File: src/rtl/systolic_pkg.sv
// Shared constants, FSM state type and index helpers for the systolic result drain.
package systolic_pkg;
   localparam int N          = 3;
   localparam int DW         = 64;
   localparam int KW         = 16;
   localparam int MAC_LAT    = 1;
   // Far-corner MAC sees its last operand 2*(N-1) cycles late, then needs MAC_LAT more.
   localparam int SETTLE_LAT = 2 * (N - 1) + MAC_LAT;
   localparam int NN         = N * N;
   localparam int IW         = $clog2(NN);
   localparam int SW         = $clog2(SETTLE_LAT + 1);

   typedef enum logic [2:0] {
      IDLE,
      FEED,
      SETTLE,
      CAPTURE,
      DRAIN,
      DONE
   } state_e;

   function automatic logic [1:0] row_of(input logic [IW-1:0] idx);
      logic [IW-1:0] r;
      r = idx / IW'(N);
      return r[1:0];
   endfunction

   function automatic logic [1:0] col_of(input logic [IW-1:0] idx);
      logic [IW-1:0] c;
      c = idx % IW'(N);
      return c[1:0];
   endfunction
endpackage

File: src/rtl/systolic_result_bank.sv
// Snapshot of all N*N accumulators, loaded in one cycle and read back by flat index.
module systolic_result_bank
   import systolic_pkg::*;
(
   input  logic             clk,
   input  logic             rst,
   input  logic             load_i,
   input  logic [NN*DW-1:0] acc_i,
   input  logic [IW-1:0]    idx_i,
   output logic [DW-1:0]    rdata_o
);

   logic [DW-1:0] bank_q [NN];
   logic [DW-1:0] bank_d [NN];

   always_comb begin
      for (int i = 0; i < NN; i++) begin
         bank_d[i] = load_i ? acc_i[i*DW +: DW] : bank_q[i];
      end
   end

   always_ff @(posedge clk or posedge rst) begin
      if (rst) begin
         for (int i = 0; i < NN; i++) begin
            bank_q[i] <= '0;
         end
      end else begin
         for (int i = 0; i < NN; i++) begin
            bank_q[i] <= bank_d[i];
         end
      end
   end

   // Explicit compare mux keeps unused index codes (NN..2^IW-1) reading zero.
   always_comb begin
      rdata_o = '0;
      for (int i = 0; i < NN; i++) begin
         if (idx_i == IW'(i)) begin
            rdata_o = bank_q[i];
         end
      end
   end

endmodule

File: src/rtl/systolic_result_drain.sv
// Sequences one matrix product: feed K beats, settle, snapshot accumulators, clear MACs, drain row-major.
// out_valid/out_ready: a beat transfers when both are high; while valid and not ready the beat holds stable.
module systolic_result_drain
   import systolic_pkg::*;
(
   input  logic             clk,
   input  logic             rst,
   input  logic             start,
   input  logic [KW-1:0]    k_len,
   input  logic [NN*DW-1:0] acc_in,
   output logic             feed_en,
   output logic             mac_clr,
   output logic [DW-1:0]    out_data,
   output logic [1:0]       out_row,
   output logic [1:0]       out_col,
   output logic             out_valid,
   input  logic             out_ready,
   output logic             out_last,
   output logic             busy,
   output logic             done,
   output state_e           dbg_state
);

   state_e         state_q, state_d;
   logic [KW-1:0]  beat_cnt_q, beat_cnt_d;
   logic [SW-1:0]  settle_cnt_q, settle_cnt_d;
   logic [IW-1:0]  idx_q, idx_d;
   logic           first_q, first_d;
   logic           zero_k_q, zero_k_d;
   logic [DW-1:0]  bank_rdata;
   logic           bank_load;

   assign bank_load = (state_q == CAPTURE);

   systolic_result_bank u_bank (
      .clk     (clk),
      .rst     (rst),
      .load_i  (bank_load),
      .acc_i   (acc_in),
      .idx_i   (idx_q),
      .rdata_o (bank_rdata)
   );

   always_ff @(posedge clk or posedge rst) begin
      if (rst) begin
         state_q      <= IDLE;
         beat_cnt_q   <= '0;
         settle_cnt_q <= '0;
         idx_q        <= '0;
         first_q      <= 1'b0;
         zero_k_q     <= 1'b0;
      end else begin
         state_q      <= state_d;
         beat_cnt_q   <= beat_cnt_d;
         settle_cnt_q <= settle_cnt_d;
         idx_q        <= idx_d;
         first_q      <= first_d;
         zero_k_q     <= zero_k_d;
      end
   end

   always_comb begin
      state_d      = state_q;
      beat_cnt_d   = beat_cnt_q;
      settle_cnt_d = settle_cnt_q;
      idx_d        = idx_q;
      first_d      = 1'b0;
      zero_k_d     = 1'b0;
      case (state_q)
         IDLE: begin
            if (start) begin
               if (k_len == '0) begin
                  state_d  = DONE;
                  zero_k_d = 1'b1;
               end else begin
                  state_d    = FEED;
                  beat_cnt_d = k_len;
               end
            end
         end
         FEED: begin
            beat_cnt_d = beat_cnt_q - KW'(1);
            if (beat_cnt_q == KW'(1)) begin
               state_d      = SETTLE;
               settle_cnt_d = '0;
            end
         end
         SETTLE: begin
            if (settle_cnt_q == SW'(SETTLE_LAT - 1)) begin
               state_d      = CAPTURE;
               settle_cnt_d = '0;
            end else begin
               settle_cnt_d = settle_cnt_q + SW'(1);
            end
         end
         CAPTURE: begin
            state_d = DRAIN;
            idx_d   = '0;
            first_d = 1'b1;
         end
         DRAIN: begin
            if (out_ready) begin
               if (idx_q == IW'(NN - 1)) begin
                  state_d = DONE;
                  idx_d   = '0;
               end else begin
                  idx_d = idx_q + IW'(1);
               end
            end
         end
         DONE: begin
            state_d = IDLE;
         end
         default: begin
            state_d = IDLE;
         end
      endcase
   end

   // The clear normally follows the snapshot; a zero-length product clears in its DONE cycle.
   always_comb begin
      feed_en   = (state_q == FEED);
      out_valid = (state_q == DRAIN);
      mac_clr   = ((state_q == DRAIN) && first_q) || ((state_q == DONE) && zero_k_q);
      out_last  = out_valid && (idx_q == IW'(NN - 1));
      out_data  = out_valid ? bank_rdata : '0;
      out_row   = out_valid ? row_of(idx_q) : 2'd0;
      out_col   = out_valid ? col_of(idx_q) : 2'd0;
      busy      = (state_q != IDLE);
      done      = (state_q == DONE);
      dbg_state = state_q;
   end

endmodule

File: config.mk
export PLATFORM = sky130hd
export DESIGN_NAME = systolic_result_drain
export DESIGN_NICKNAME = d
export VERILOG_FILES = /design/src/rtl/systolic_pkg.sv /design/src/rtl/systolic_result_bank.sv /design/src/rtl/systolic_result_drain.sv
export SDC_FILE = /design/constraint.sdc
export NUM_CORES = 2
export LEC_CHECK = 0
export BUFFER_PORTS_ARGS = -buffer_cell sky130_fd_sc_hd__buf_2
export CELL_PAD_IN_SITES_DETAIL_PLACEMENT = 1
export CELL_PAD_IN_SITES_GLOBAL_PLACEMENT = 1
export CORE_MARGIN = 2
export CORE_UTILIZATION = 31
export CTS_CLUSTER_SIZE = 25
export DETAILED_ROUTE_END_ITERATION = 10
export PLACE_DENSITY = 0.73
export SLEW_MARGIN = 25
export SYNTH_ARGS = -nofsm -noshare
export SYNTH_HDL_FRONTEND = slang
export SYNTH_HIERARCHICAL = 1
export SYNTH_SLANG_ARGS = --single-unit
export TNS_END_PERCENT = 20
File: constraint.sdc
create_clock -name clk -period 23.6 [get_ports clk]
set_input_delay 4.72 -clock clk [delete_from_list [all_inputs] [get_ports clk]]
set_output_delay 4.72 -clock clk [all_outputs]
set_load 0.02 [all_outputs]
==> results.sh <==
export IMPL_status="finished, final reports clean"
export IMPL_gp_congestion=0.817
export IMPL_layout_worst_path_cycle_share_pct=37.4
export IMPL_tritoncts_num_buffers=73
export IMPL_number_of_top_level_design_ports=673
export IMPL_final_critical_path_setup_slack_ps=14780
export IMPL_final_min_clock_period_ps=8820
export IMPL_cp_arrival_ps=4100
export IMPL_root_cell_of_the_clock_tree="clkbuf_16"
export IMPL_clock_fmax_mhz=113
export IMPL_setup_viol_count_final=0
export IMPL_row_count=113
export IMPL_first_pass_iters=7
export IMPL_totalWireLength_microns=105000
export IMPL_hold_class="reg -> reg"
export IMPL_grt_first_pass_wirelength_microns=155000
export IMPL_htree_num_levels=3
export IMPL_synth_xor_xnor_area_share_pct=0.0592
export IMPL_ant_nets=0
export IMPL_floorplan_die_height_microns=313
export IMPL_cts_tree="built"
export IMPL_vias_in_the_first_global_route=24000
export IMPL_synthesis_area_per_instance_sq_um=12.5
export IMPL_fp_dieArea_sq_um=98000
export IMPL_clk_transition_reported_paths_ps=60
export IMPL_detail_route_wl_per_cell_microns=24.4
export IMPL_slew_limit_headroom_pct=26.8
export IMPL_finalPower_mw=2.37
export IMPL_synth_fa_ha_area_share_pct=0.423
export IMPL_worst_pin_slew_ps=1100
export IMPL_clock_tree_buffer_depth=3
export IMPL_power_density_nw_per_um2=65.1
export IMPL_global_route_overflow_total=0
export IMPL_grt_setup_unrepaired="false"
export IMPL_netlist_area_sq_um=29600
export IMPL_vias=22200
export IMPL_start_kind="register"
export IMPL_drive_above_1_share_pct=47.6
export IMPL_synth_simple_gate_area_share_pct=5.64
export IMPL_fin_worst_skew_ps=25.0
export IMPL_synth_edf_count=0
export IMPL_synth_fp_nets=2965
export IMPL_total_number_of_clock_tree_sinks=604
export IMPL_critical_path_required_ps=18880
export IMPL_leakagePower_nw=17.6
export IMPL_io_buffer_count=672
export IMPL_worst_path_max_fanout=49
export IMPL_design_core_area_sq_um=94900
export IMPL_post_cts_resize_count=0
export IMPL_routed_via_density=5.16
export IMPL_global_route_usage_total_pct=21.0
export IMPL_maxCapViolations=0
export IMPL_synthesis_instances=2359
export IMPL_number_of_flip_flops_and_latches_in_the_synthesized_netlist=604
export IMPL_yosys_cell_types_count=71
export IMPL_timing_setup_tns_ps=0
export IMPL_remaining_drc_errors=0
export IMPL_max_rail_drop_vdd_mv=0.0443
export IMPL_synth_area_mux_share_pct=27.5
export IMPL_detailed_place_hpwl_microns=71700
export IMPL_clkLatencyLatePin_ps=640
export IMPL_synth_top_family_by_area="multiplexers"
export IMPL_timing_setup_critical_path_class="reg -> out"
export IMPL_synthArstFlopShare_pct=100
export IMPL_nets=3555
export IMPL_synth_yosys_seq_area_share_pct=51.1
export IMPL_fillers=10400
export IMPL_cts_setup_buffers=0
export IMPL_synth_ff_type="dfrtp_1"
export IMPL_postCtsHoldBufs=0
export IMPL_areaGrowthSynthToFinish_pct=23.1
export IMPL_initial_cell_density_of_the_core_pct=31.2
export IMPL_initial_antenna_violation_count=66
export IMPL_dp_worst_setup_slack_ps=14530
export IMPL_report_final_slew_viol_count=0
export IMPL_fin_hold_viols=0
export IMPL_initialDrtViolationCount=1324
export IMPL_synth_compound_area_share_pct=11.6
export IMPL_grt_max_degree=179
export IMPL_yosysWarnings=6
export IMPL_die_width_microns=313
export IMPL_critical_path_capture_point_type="output pin"
==> sequential cells by signal (all words and copies together), names as in the netlist <==
| register | flops |
|---|---|
| beat_cnt_q | 16 |
| settle_cnt_q | 3 |
| dbg_state | 3 |
| first_q | 1 |
| u_bank/bank_q | 576 |
| idx_q | 4 |
| zero_k_q | 1 |
==> power by group <==
part / switching (mW) / total (mW) / internal (mW)
Clock: 0.473 / 1.15 / 0.676
Sequential: 0.0227 / 1.08 / 1.06
Combinational: 0.0715 / 0.141 / 0.0696
Total: 0.567 / 2.37 / 1.81
==> placed cells by master, fill, tap and decap left out, drive strengths merged, types with 4 or more instances in the layout <==
cell type / Yosys / routed
dfrtp: 604 / 604
o2bb2ai: 95 / 95
a22o: 11 / 11
ha: 10 / 10
a22oi: 58 / 58
nand2: 72 / 72
nand4bb: 9 / 9
nor3: 16 / 16
a32oi: 10 / 10
a211oi: 12 / 12
nor4: 6 / 6
buf: 138 / 708
a31o: 44 / 44
a21o: 10 / 10
nor2b: 17 / 17
clkbuf: 55 / 103
nand2b: 9 / 9
or4: 4 / 4
nand3: 4 / 4
bufinv: 0 / 6
a31oi: 4 / 4
a222oi: 6 / 6
nor3b: 5 / 5
o22ai: 14 / 14
clkinv: 0 / 14
nor2: 50 / 50
or2: 11 / 11
o21ai: 130 / 130
or3b: 4 / 4
a21oi: 78 / 78
mux2: 632 / 632
inv: 22 / 29
and2: 77 / 77
mux2i: 99 / 99
o31ai: 7 / 7
diode: 0 / 36
==> cell type report <==
class	count	area, sq um	share of cell area [%]
tap	1265	1580	4.34
clock inverter	29	353	0.968
timing repair buffer	708	3720	10.2
antenna	36	90.1	0.247
multi-input combinational	1540	13400	36.9
clock buffer	103	2050	5.62
sequential	604	15100	41.5
inverter	22	92.6	0.254
==> through the flow <==
| stage | std cells | util, % | hold WS, ps | instance area, sq um |
|---|---|---|---|---|
| finish | 4307 | 38.4 | 500 | 36400 |
| global placement | 4138 | 35.8 | 478 | 33900 |
| global route | 4301 | 38.4 | 513 | 36400 |
| detailed placement | 4138 | 35.8 | 490 | 33900 |
| floorplan | 2359 | - | 463 | 29600 |
| CTS | 4270 | 38.3 | 502 | 36300 |
==> worst max-delay path: stages (launching register included) <==
cell and delay [ps]:
dfrtp_4 690, buf_4 460, nor4b_4 330, buf_4 480, buf_4 550, a22oi_1 220, o31ai_1 130, and2_1 220
buf_2 180
==> path summary, 6_finish.rpt <==
check	slack (ps)	cells after the start	startpoint	endpoint
worst min register to register	500	1	u_bank/bank_q[538]	u_bank/bank_q[538]
worst max-delay path	14780	8	idx_q[2]	out_data[34]
min in group asynchronous	4140	2	rst	u_bank/bank_q[382]
worst max register to register	18950	6	dbg_state[2]	u_bank/bank_q[420]
worst min-delay path	500	1	u_bank/bank_q[538]	u_bank/bank_q[538]
max in group asynchronous	15470	6	rst	u_bank/bank_q[409]
==> cell usage after synthesis, types with 6 or more instances <==
cell type,count,area share [%]
nor2b_1,17,0.36
buf_2,108,1.8
a222oi_1,6,0.20
mux2_1,49,1.9
mux2i_1,99,3.3
nor2_1,48,0.61
a22oi_1,58,1.5
o2bb2ai_1,95,2.8
a22o_1,11,0.33
and2_1,76,1.6
o21ai_0,85,1.4
o21ai_1,45,0.76
clkbuf_1,54,0.68
o22ai_1,14,0.30
nor3_1,15,0.25
buf_4,16,0.41
nand4bb_1,9,0.34
inv_1,21,0.27
buf_6,13,0.49
mux2_2,583,22
nand2b_1,9,0.19
ha_1,10,0.42
a32oi_1,10,0.30
a31o_1,44,1.3
or2_1,6,0.13
dfrtp_1,604,51
a21oi_1,78,1.3
a21o_1,10,0.25
o31ai_1,6,0.15
nand2_1,72,0.91
a211oi_1,11,0.28
==> logic make-up after synthesis <==
family,count (synthesis)
adder cells (fa/ha/maj),10
flip-flops,604
AO/OA/AOI/OAI,497
XOR/XNOR,2
buffers and inverters,215
AND/OR/NAND/NOR,299
multiplexers,732
==> routing by layer <==
metal	wire (microns)	global-route usage [%]
met4	3060	7.36
met3	6190	5.76
met2	52100	35.3
met1	43500	25.8
met5	353	0
Power figures use the tool's default switching activity.
